### src/rtl/uart_pkg.sv
// Shared constants, FSM state encoding and frame-length helper for the framed UART transmitter.
package uart_pkg;

    localparam int PARITY_NONE = 0;
    localparam int PARITY_ODD  = 1;
    localparam int PARITY_EVEN = 2;

    typedef logic [2:0] tx_state_t;

    localparam tx_state_t ST_IDLE   = 3'd0;
    localparam tx_state_t ST_START  = 3'd1;
    localparam tx_state_t ST_DATA   = 3'd2;
    localparam tx_state_t ST_PARITY = 3'd3;
    localparam tx_state_t ST_STOP   = 3'd4;

    // Length of one frame in clock cycles; with clk_per_bit=1 it gives the bit-slot count.
    function automatic int frame_len(input int clk_per_bit, input int data_bits,
                                     input int parity_mode, input int stop_bits);
        return (1 + data_bits + ((parity_mode != PARITY_NONE) ? 1 : 0) + stop_bits) * clk_per_bit;
    endfunction

endpackage

### src/rtl/uart_bit_timer.sv
// Free-running bit-period counter; bit_done marks the last cycle of each serial bit.
module uart_bit_timer
#(
    parameter int CLK_PER_BIT = 32
)
(
    input  logic MasterClk,
    input  logic MasterReset,
    input  logic restart,
    output logic bit_done
);

    localparam int CNT_W = $clog2(CLK_PER_BIT);
    localparam logic [CNT_W-1:0] LAST = CNT_W'(CLK_PER_BIT - 1);

    logic [CNT_W-1:0] count;

    always_ff @(posedge MasterClk) begin
        if (MasterReset || restart) begin
            count <= '0;
        end else if (count == LAST) begin
            count <= '0;
        end else begin
            count <= count + 1'b1;
        end
    end

    assign bit_done = (count == LAST);

endmodule

### src/rtl/uart_tx_framed.sv
// Parametrised UART transmitter with a one-entry holding buffer for gap-free back-to-back frames.
module uart_tx_framed
    import uart_pkg::*;
#(
    parameter int CLK_PER_BIT = 32,
    parameter int DATA_BITS   = 8,
    parameter int PARITY_MODE = 0,
    parameter int STOP_BITS   = 1
)
(
    input  logic                 MasterClk,
    input  logic                 MasterReset,
    input  logic                 tx_datavalid,
    output logic                 tx_ready,
    input  logic [DATA_BITS-1:0] Byte_to_transmit,
    output logic                 tx_active,
    output logic                 Serial_Data,
    output logic                 tx_complete
);

    if (CLK_PER_BIT < 2 || CLK_PER_BIT > 65535) begin : g_bad_clk_per_bit
        $error("uart_tx_framed: CLK_PER_BIT must be 2..65535");
    end
    if (DATA_BITS < 5 || DATA_BITS > 9) begin : g_bad_data_bits
        $error("uart_tx_framed: DATA_BITS must be 5..9");
    end
    if (PARITY_MODE != PARITY_NONE && PARITY_MODE != PARITY_ODD && PARITY_MODE != PARITY_EVEN) begin : g_bad_parity
        $error("uart_tx_framed: PARITY_MODE must be 0, 1 or 2");
    end
    if (STOP_BITS < 1 || STOP_BITS > 2) begin : g_bad_stop_bits
        $error("uart_tx_framed: STOP_BITS must be 1 or 2");
    end

    // Slot 0 is the start bit, slots 1..DATA_BITS carry data, then parity and stop slots.
    localparam int FRAME_BITS = frame_len(1, DATA_BITS, PARITY_MODE, STOP_BITS);
    localparam int SLOT_W     = $clog2(FRAME_BITS);
    localparam int IDX_W      = $clog2(DATA_BITS);
    localparam logic [SLOT_W-1:0] LAST_DATA_SLOT = SLOT_W'(DATA_BITS);
    localparam logic [SLOT_W-1:0] LAST_SLOT      = SLOT_W'(FRAME_BITS - 1);

    tx_state_t            state;
    logic [DATA_BITS-1:0] hold_data;
    logic [DATA_BITS-1:0] shift;
    logic                 parity_bit;
    logic [SLOT_W-1:0]    slot;
    logic [IDX_W-1:0]     data_idx;
    logic                 bit_done;
    logic                 restart;
    logic                 accept;
    logic                 last_stop;
    logic                 load;

    assign accept    = tx_datavalid && tx_ready;
    assign last_stop = (state == ST_STOP) && bit_done && (slot == LAST_SLOT);
    assign load      = !tx_ready && ((state == ST_IDLE) || last_stop);
    assign restart   = (state == ST_IDLE);
    assign data_idx  = slot[IDX_W-1:0];

    uart_bit_timer #(
        .CLK_PER_BIT (CLK_PER_BIT)
    ) u_bit_timer (
        .MasterClk   (MasterClk),
        .MasterReset (MasterReset),
        .restart     (restart),
        .bit_done    (bit_done)
    );

    // tx_ready doubles as the inverted holding-full flag.
    always_ff @(posedge MasterClk) begin
        if (MasterReset) begin
            tx_ready  <= 1'b1;
            hold_data <= '0;
        end else if (accept) begin
            hold_data <= Byte_to_transmit;
            tx_ready  <= 1'b0;
        end else if (load) begin
            tx_ready  <= 1'b1;
        end
    end

    always_ff @(posedge MasterClk) begin
        if (MasterReset) begin
            state       <= ST_IDLE;
            shift       <= '0;
            parity_bit  <= 1'b0;
            slot        <= '0;
            Serial_Data <= 1'b1;
            tx_active   <= 1'b0;
            tx_complete <= 1'b0;
        end else begin
            tx_complete <= last_stop;
            if (load) begin
                shift       <= hold_data;
                parity_bit  <= (PARITY_MODE == PARITY_ODD) ? ~^hold_data : ^hold_data;
                slot        <= '0;
                state       <= ST_START;
                Serial_Data <= 1'b0;
                tx_active   <= 1'b1;
            end else begin
                case (state)
                    ST_IDLE: ;
                    ST_START: begin
                        if (bit_done) begin
                            state       <= ST_DATA;
                            slot        <= SLOT_W'(1);
                            Serial_Data <= shift[0];
                        end
                    end
                    ST_DATA: begin
                        if (bit_done) begin
                            slot <= slot + 1'b1;
                            if (slot == LAST_DATA_SLOT) begin
                                if (PARITY_MODE != PARITY_NONE) begin
                                    state       <= ST_PARITY;
                                    Serial_Data <= parity_bit;
                                end else begin
                                    state       <= ST_STOP;
                                    Serial_Data <= 1'b1;
                                end
                            end else begin
                                // Data bit i lives in slot i+1, so the current slot number is the next index.
                                Serial_Data <= shift[data_idx];
                            end
                        end
                    end
                    ST_PARITY: begin
                        if (bit_done) begin
                            state       <= ST_STOP;
                            slot        <= slot + 1'b1;
                            Serial_Data <= 1'b1;
                        end
                    end
                    ST_STOP: begin
                        if (bit_done) begin
                            if (slot == LAST_SLOT) begin
                                state     <= ST_IDLE;
                                slot      <= '0;
                                tx_active <= 1'b0;
                            end else begin
                                slot <= slot + 1'b1;
                            end
                        end
                    end
                    default: state <= ST_IDLE;
                endcase
            end
        end
    end

endmodule

### config.mk
export PLATFORM = sky130hd
export DESIGN_NAME = uart_tx_framed
export DESIGN_NICKNAME = d
export VERILOG_FILES = /design/src/rtl/uart_pkg.sv /design/src/rtl/uart_bit_timer.sv /design/src/rtl/uart_tx_framed.sv
export SDC_FILE = /design/constraint.sdc
export NUM_CORES = 1
export LEC_CHECK = 0
export CORE_MARGIN = 2
export CORE_UTILIZATION = 45
export DETAILED_ROUTE_END_ITERATION = 8
export GPL_TIMING_DRIVEN = 1
export HOLD_SLACK_MARGIN = 0.12
export PLACE_DENSITY = 0.73
export SYNTH_ARGS = -nofsm -noshare
export SYNTH_HDL_FRONTEND = slang
export SYNTH_SLANG_ARGS = --single-unit
### constraint.sdc
create_clock -name MasterClk -period 5 [get_ports MasterClk]
set_clock_uncertainty 0.2 [all_clocks]
set_input_delay 1 -clock MasterClk [delete_from_list [all_inputs] [get_ports MasterClk]]
set_output_delay 1 -clock MasterClk [all_outputs]
set_load 0.02 [all_outputs]
Word-level counts from Yosys, hierarchy flattened
Cells that the tools add are included.
- register bits after elaboration: 32
- bits of input ports: 11
- word-level logic and storage cells: 84
- reductions and logical operators: 22
- eq/ne operators: 21
- bitwise operators: 1
- add/sub/neg operators: 2
- muxes and demuxes: 27
- magnitude comparators: 1
- operators by type and width (operator ; count):
    2-to-1 mux 3 bit ; 6
    2-to-1 mux 4 bit ; 4
    inequality test 3 bit (second input constant) ; 5
    case mux 3 bit (5 select lines) ; 1
    AND reduction 7 bit ; 2
    2-to-1 mux 1 bit ; 13
    inequality test 2 bit (second input constant) ; 6
    case mux 4 bit (3 select lines) ; 1
    equality test 4 bit (second input constant) ; 2
    AND reduction 4 bit ; 2
    nonzero test 2 bit ; 4
    equality test 3 x 2 -> 1 bit (second input constant) ; 2
    OR reduction 2 bit ; 3
    adder 5 x 1 -> 5 bit (second input constant) ; 1
    equality test 5 bit (second input constant) ; 1
    adder 4 x 1 -> 4 bit (second input constant) ; 1
    logical AND 1 bit ; 4
    less-than comparator 3 x 4 -> 1 bit (second input constant) ; 1
    inequality test 2 x 1 -> 1 bit (second input constant) ; 2
    nonzero test 4 bit ; 1
    binary-select mux 1 bit (select 3 bit) ; 1
    equality test 3 x 1 -> 1 bit (second input constant) ; 1
    equality test 3 bit (second input constant) ; 1
    zero test 3 bit ; 1
    other kinds (7) ; 8

Longest topological paths before layout
- depth after elaboration: 7
- gate-level depth with buffers: 8

Modules after synthesis
From an unflattened synthesis, not the netlist that was laid out.
- cell total of the unflattened synthesis: 184
- area, all modules: 1592.8 µm²
- by module, submodules not included (module ; seq. area each (µm²) ; cells an instance ; area an instance (µm²) ; instances):
    uart_tx_framed ; 540.5 ; 166 ; 1383.8 ; 1
    uart_bit_timer ; 100.1 ; 18 ; 209.0 ; 1

Least setup slack after synthesis
OpenSTA, ideal clock, no wires.
- path type: reg2reg
- start: register u_bit_timer.count[0]
- end: register Serial_Data
- clock period less this slack: 2.167 ns
- cell stages (with the launch flop): 9
- path slack: 2.833 ns
- library setup time: 0.125 ns
- arrival time: 1.843 ns
- buffers on the path: 1
- cell sequence: dfxtp_1 -> ha_1 -> and3_1 -> ha_1 -> nand4b_4 -> a2111o_1 -> buf_2 -> a221oi_2 -> o21ai_1
- longest elaborated chain between the ends: 7
- elaborated cells on any way between the ends: 11
- classes of those cells: eq/ne: 4; mux: 1; reduce/logical: 6
- RTL lines (item ; RTL line ; RTL):
    from (decl) ; uart_bit_timer.sv:16 ; logic [CNT_W-1:0] count;
    from (signal assigned) ; uart_bit_timer.sv:24 ; count <= count + 1'b1;
    equality test 5 bit (*) ; uart_bit_timer.sv:28 ; assign bit_done = (count == LAST);
    logical AND 1 bit (2 in series) ; uart_tx_framed.sv:54 ; assign last_stop = (state == ST_STOP) && bit_done && (slot == LAST_SLOT);
    logical OR 1 bit ; uart_tx_framed.sv:55 ; assign load = !tx_ready && ((state == ST_IDLE) || last_stop);
    logical AND 1 bit ; uart_tx_framed.sv:55 ;
    inequality test 3 bit (no source line) or nonzero test 4 bit (tied branches) ; n/a ;
    AND reduction 4 bit (no source line) ; n/a ;
    to (signal assigned) ; uart_tx_framed.sv:106 ; Serial_Data <= shift[0];
    to (signal assigned) ; uart_tx_framed.sv:115 ; Serial_Data <= parity_bit;
    to (signal assigned) ; uart_tx_framed.sv:122 ; Serial_Data <= shift[data_idx];
    to (decl) ; uart_tx_framed.sv:17 ; output logic Serial_Data,
Mark *: on every way between the ends. The rest lies on a longest branch, timed or not.
A chain may end at the register's enable or synchronous reset.

Worst setup path after layout
- start: register tx_ready
- end: output tx_ready
- RTL lines (item ; RTL line ; RTL):
    from (decl) ; uart_tx_framed.sv:14 ; output logic tx_ready,
    from (signal assigned) ; uart_tx_framed.sv:71 ; tx_ready <= 1'b1;
    from (signal assigned) ; uart_tx_framed.sv:75 ; tx_ready <= 1'b0;
    from (signal assigned) ; uart_tx_framed.sv:77 ; tx_ready <= 1'b1;
No word-level cell between the ends.

==> results.toml <==
[clock_network]
cts_setup_buffers = 0
clk-insertion-delay-late_ns = 0.33
cts_inserted_buffers = 5
cts_root_buf = "clkbuf_4"
htreeDepth = 2
cts_resized = 0
cts_buffer_depth = 2
cts.hold.buffers_added = 0
cts.sink_count = 32
path_clk_slew_ns = 0.10
cts_tree = "yes"

[global_route]
grt_pass1_vias = 1069
antenna_found_initial = 0
grt_util_all_layers_pct = 16.86
grt_pass1_wl_um = 4574
grt_start_max_net_pins = 25
grt_overflow_total = 0

[timing]
setup_viol = 0
setup_tns_ns = 0
rsz0062_at_grt = "false"
hold_viol = 0
tightest_slew_ns = 0.8866
max-slew-margin-rel_pct = 40.71
maxSlewViolCount = 0
min_period_over_period_pct = 56.65
period_minus_slack_ns = 2.833
fmax_mhz = 353.0

[placed_design]
place_congestion = 0.8732
placed_area_mm2 = 0.001643
dpl.hpwl_um = 2044
io_buffers = 14

[worst_setup_path]
slowest_delay_ns = 0.69
worst_path_max_delay_cell = "clkdlybuf4s50_1"
arrival_ns = 1.63
crit_buf_inv = 1
cp-start-kind = "flop"
crit_type = "flop to output pin"
crit_required_ns = 3.80
path_cells = "clkdlybuf4s50_1"
crit_fanout = 13
crit_family = "buffers and inverters"
ff2ff_setup_slack_ns = 2.32
crit_path_end_kind = "output pin"

[synthesis]
synth_cells = 165
synth_area_mm2 = 0.001491
synth_warnings = 0
yosysTopAreaCellShare_pct = 42.95
syn_area_per_cell_um2 = 9.039
syn_nets = 181
yosysTopAreaCell = "dfxtp_1"
synth_edf_count = 0
ys_types = 36
synth.top_cells.by_area = "dfxtp_1 43%, mux2i_1 6.7%, nor2_1 5.5%"
ys_seq_elements = 32
ys_seq_area_share_pct = 42.95
yosysMostFrequentCell = "dfxtp_1"
async_flop_share_pct = 0
synthFlopType = "dfxtp_1"
ys_top_cells_by_count = "32 x dfxtp_1, 22 x nor2_1, 15 x nand3_1, 14 x a21oi_1"

[routing]
drc = 0
vias = 1194
via_per_inst = 5.427
wire_per_inst_um = 12.85
wl_um = 2827
ant_nets = 0
firstDrtPassIters = 4
first_iter_violations = 29

[die]
start_util_pct = 48.06
io_pins = 15
rows = 20
core_mm2 = 0.003103
fp.dieH_um = 61.57
dieWidth_um = 61.57
dieArea_mm2 = 0.003791

[power_and_ir_drop]
ir_drop_uv = 194.1
power_leakage_uw = 0.0007145
power_density_mw_per_mm2 = 313.4

[finish]
fin_nets = 191
fillCellCount = 297
antenna-diode-count = 0
utilization_pct = 56.01
fin_area_mm2 = 0.001738
drive_gt1_share_pct = 9.091
area_delta_synth_final_pct = 16.53

[flow_run]
maxCapViolations = 0

[hold_path]
hp-class = "flop to flop"

[outcome]
status = "finished clean"
==> kinds of logic after synthesis <==
logic type | after synthesis | share of synthesized area [%]
flip-flops | 32 | 42.95
buffers and inverters | 16 | 4.195
XOR/XNOR | 4 | 2.349
multiplexers | 13 | 9.984
AND/OR/NAND/NOR | 67 | 23.16
AO/OA/AOI/OAI | 28 | 13.17
adder cells (fa/ha/maj) | 5 | 4.195
==> per-layer routing <==
metal	up-vias	GRT usage [%]	wire length (um)
li1	596	-	-
met3	10	7.353	139
met5	-	0	0
met1	556	17.59	1204
met4	0	6.687	56
met2	32	29.62	1426
==> layout by cell type (no fill, tap or decap), types with 2 or more instances in the layout <==
master	synthesis	routed
o311ai_0	2	2
clkbuf_4	0	5
and2_1	3	3
nor2b_1	5	5
mux2_2	2	2
nand2_1	10	10
o21ai_0	5	5
a21oi_1	14	14
and3_1	2	2
ha_1	5	5
nor2_1	22	22
clkdlybuf4s50_1	0	14
xor2_1	3	3
mux2i_1	10	10
clkbuf_8	0	2
inv_1	5	5
nand3_1	15	15
dfxtp_1	32	32
nand4_1	2	2
==> layout make-up <==
cell class	count	area, um2	share of cell area, %
flip-flops and latches	32	640.6	36.86
clock inverters	1	30.03	1.728
clock buffers	7	65.06	3.744
repair buffers	14	140.1	8.063
inverters	5	18.77	1.080
multi-input cells	117	788.3	45.36
well taps	44	55.05	3.168
==> power breakdown <==
part           switching, uW  internal [uW]
registers               9.49            264
logic                   24.7           25.2
clock network           88.5            133
==> worst paths after layout <==
| check | from | to | cells past startpoint |
|---|---|---|---|
| max reg2reg | u_bit_timer.count[0] | shift[3] | 7 |
| max | tx_ready | tx_ready | 1 |
| min reg2reg | hold_data[4] | hold_data[4] | 2 |
| min | hold_data[4] | hold_data[4] | 2 |
==> metrics by stage <==
stage | std cells | power, uW | hold slack [ns] | setup WS (ns)
finish | 220 | 544.7 | 0.2610 | 2.167
detailed placement | 212 | 329.6 | 0.2524 | 2.129
global placement | 212 | 327.5 | 0.2281 | 2.151
CTS | 220 | 550.4 | 0.2665 | 2.140
global route | 220 | 569.0 | 0.2875 | 2.077
floorplan | 165 | 310.6 | 0.2179 | 2.833
==> sequential cells by signal, summed over array words and instances, names as in the netlist <==
signal / count
hold_data: 8
shift: 8
u_bit_timer.count: 5
slot: 4
state: 3
Serial_Data: 1
tx_active: 1
tx_complete: 1
tx_ready: 1
(Power assumes the default switching activity.)
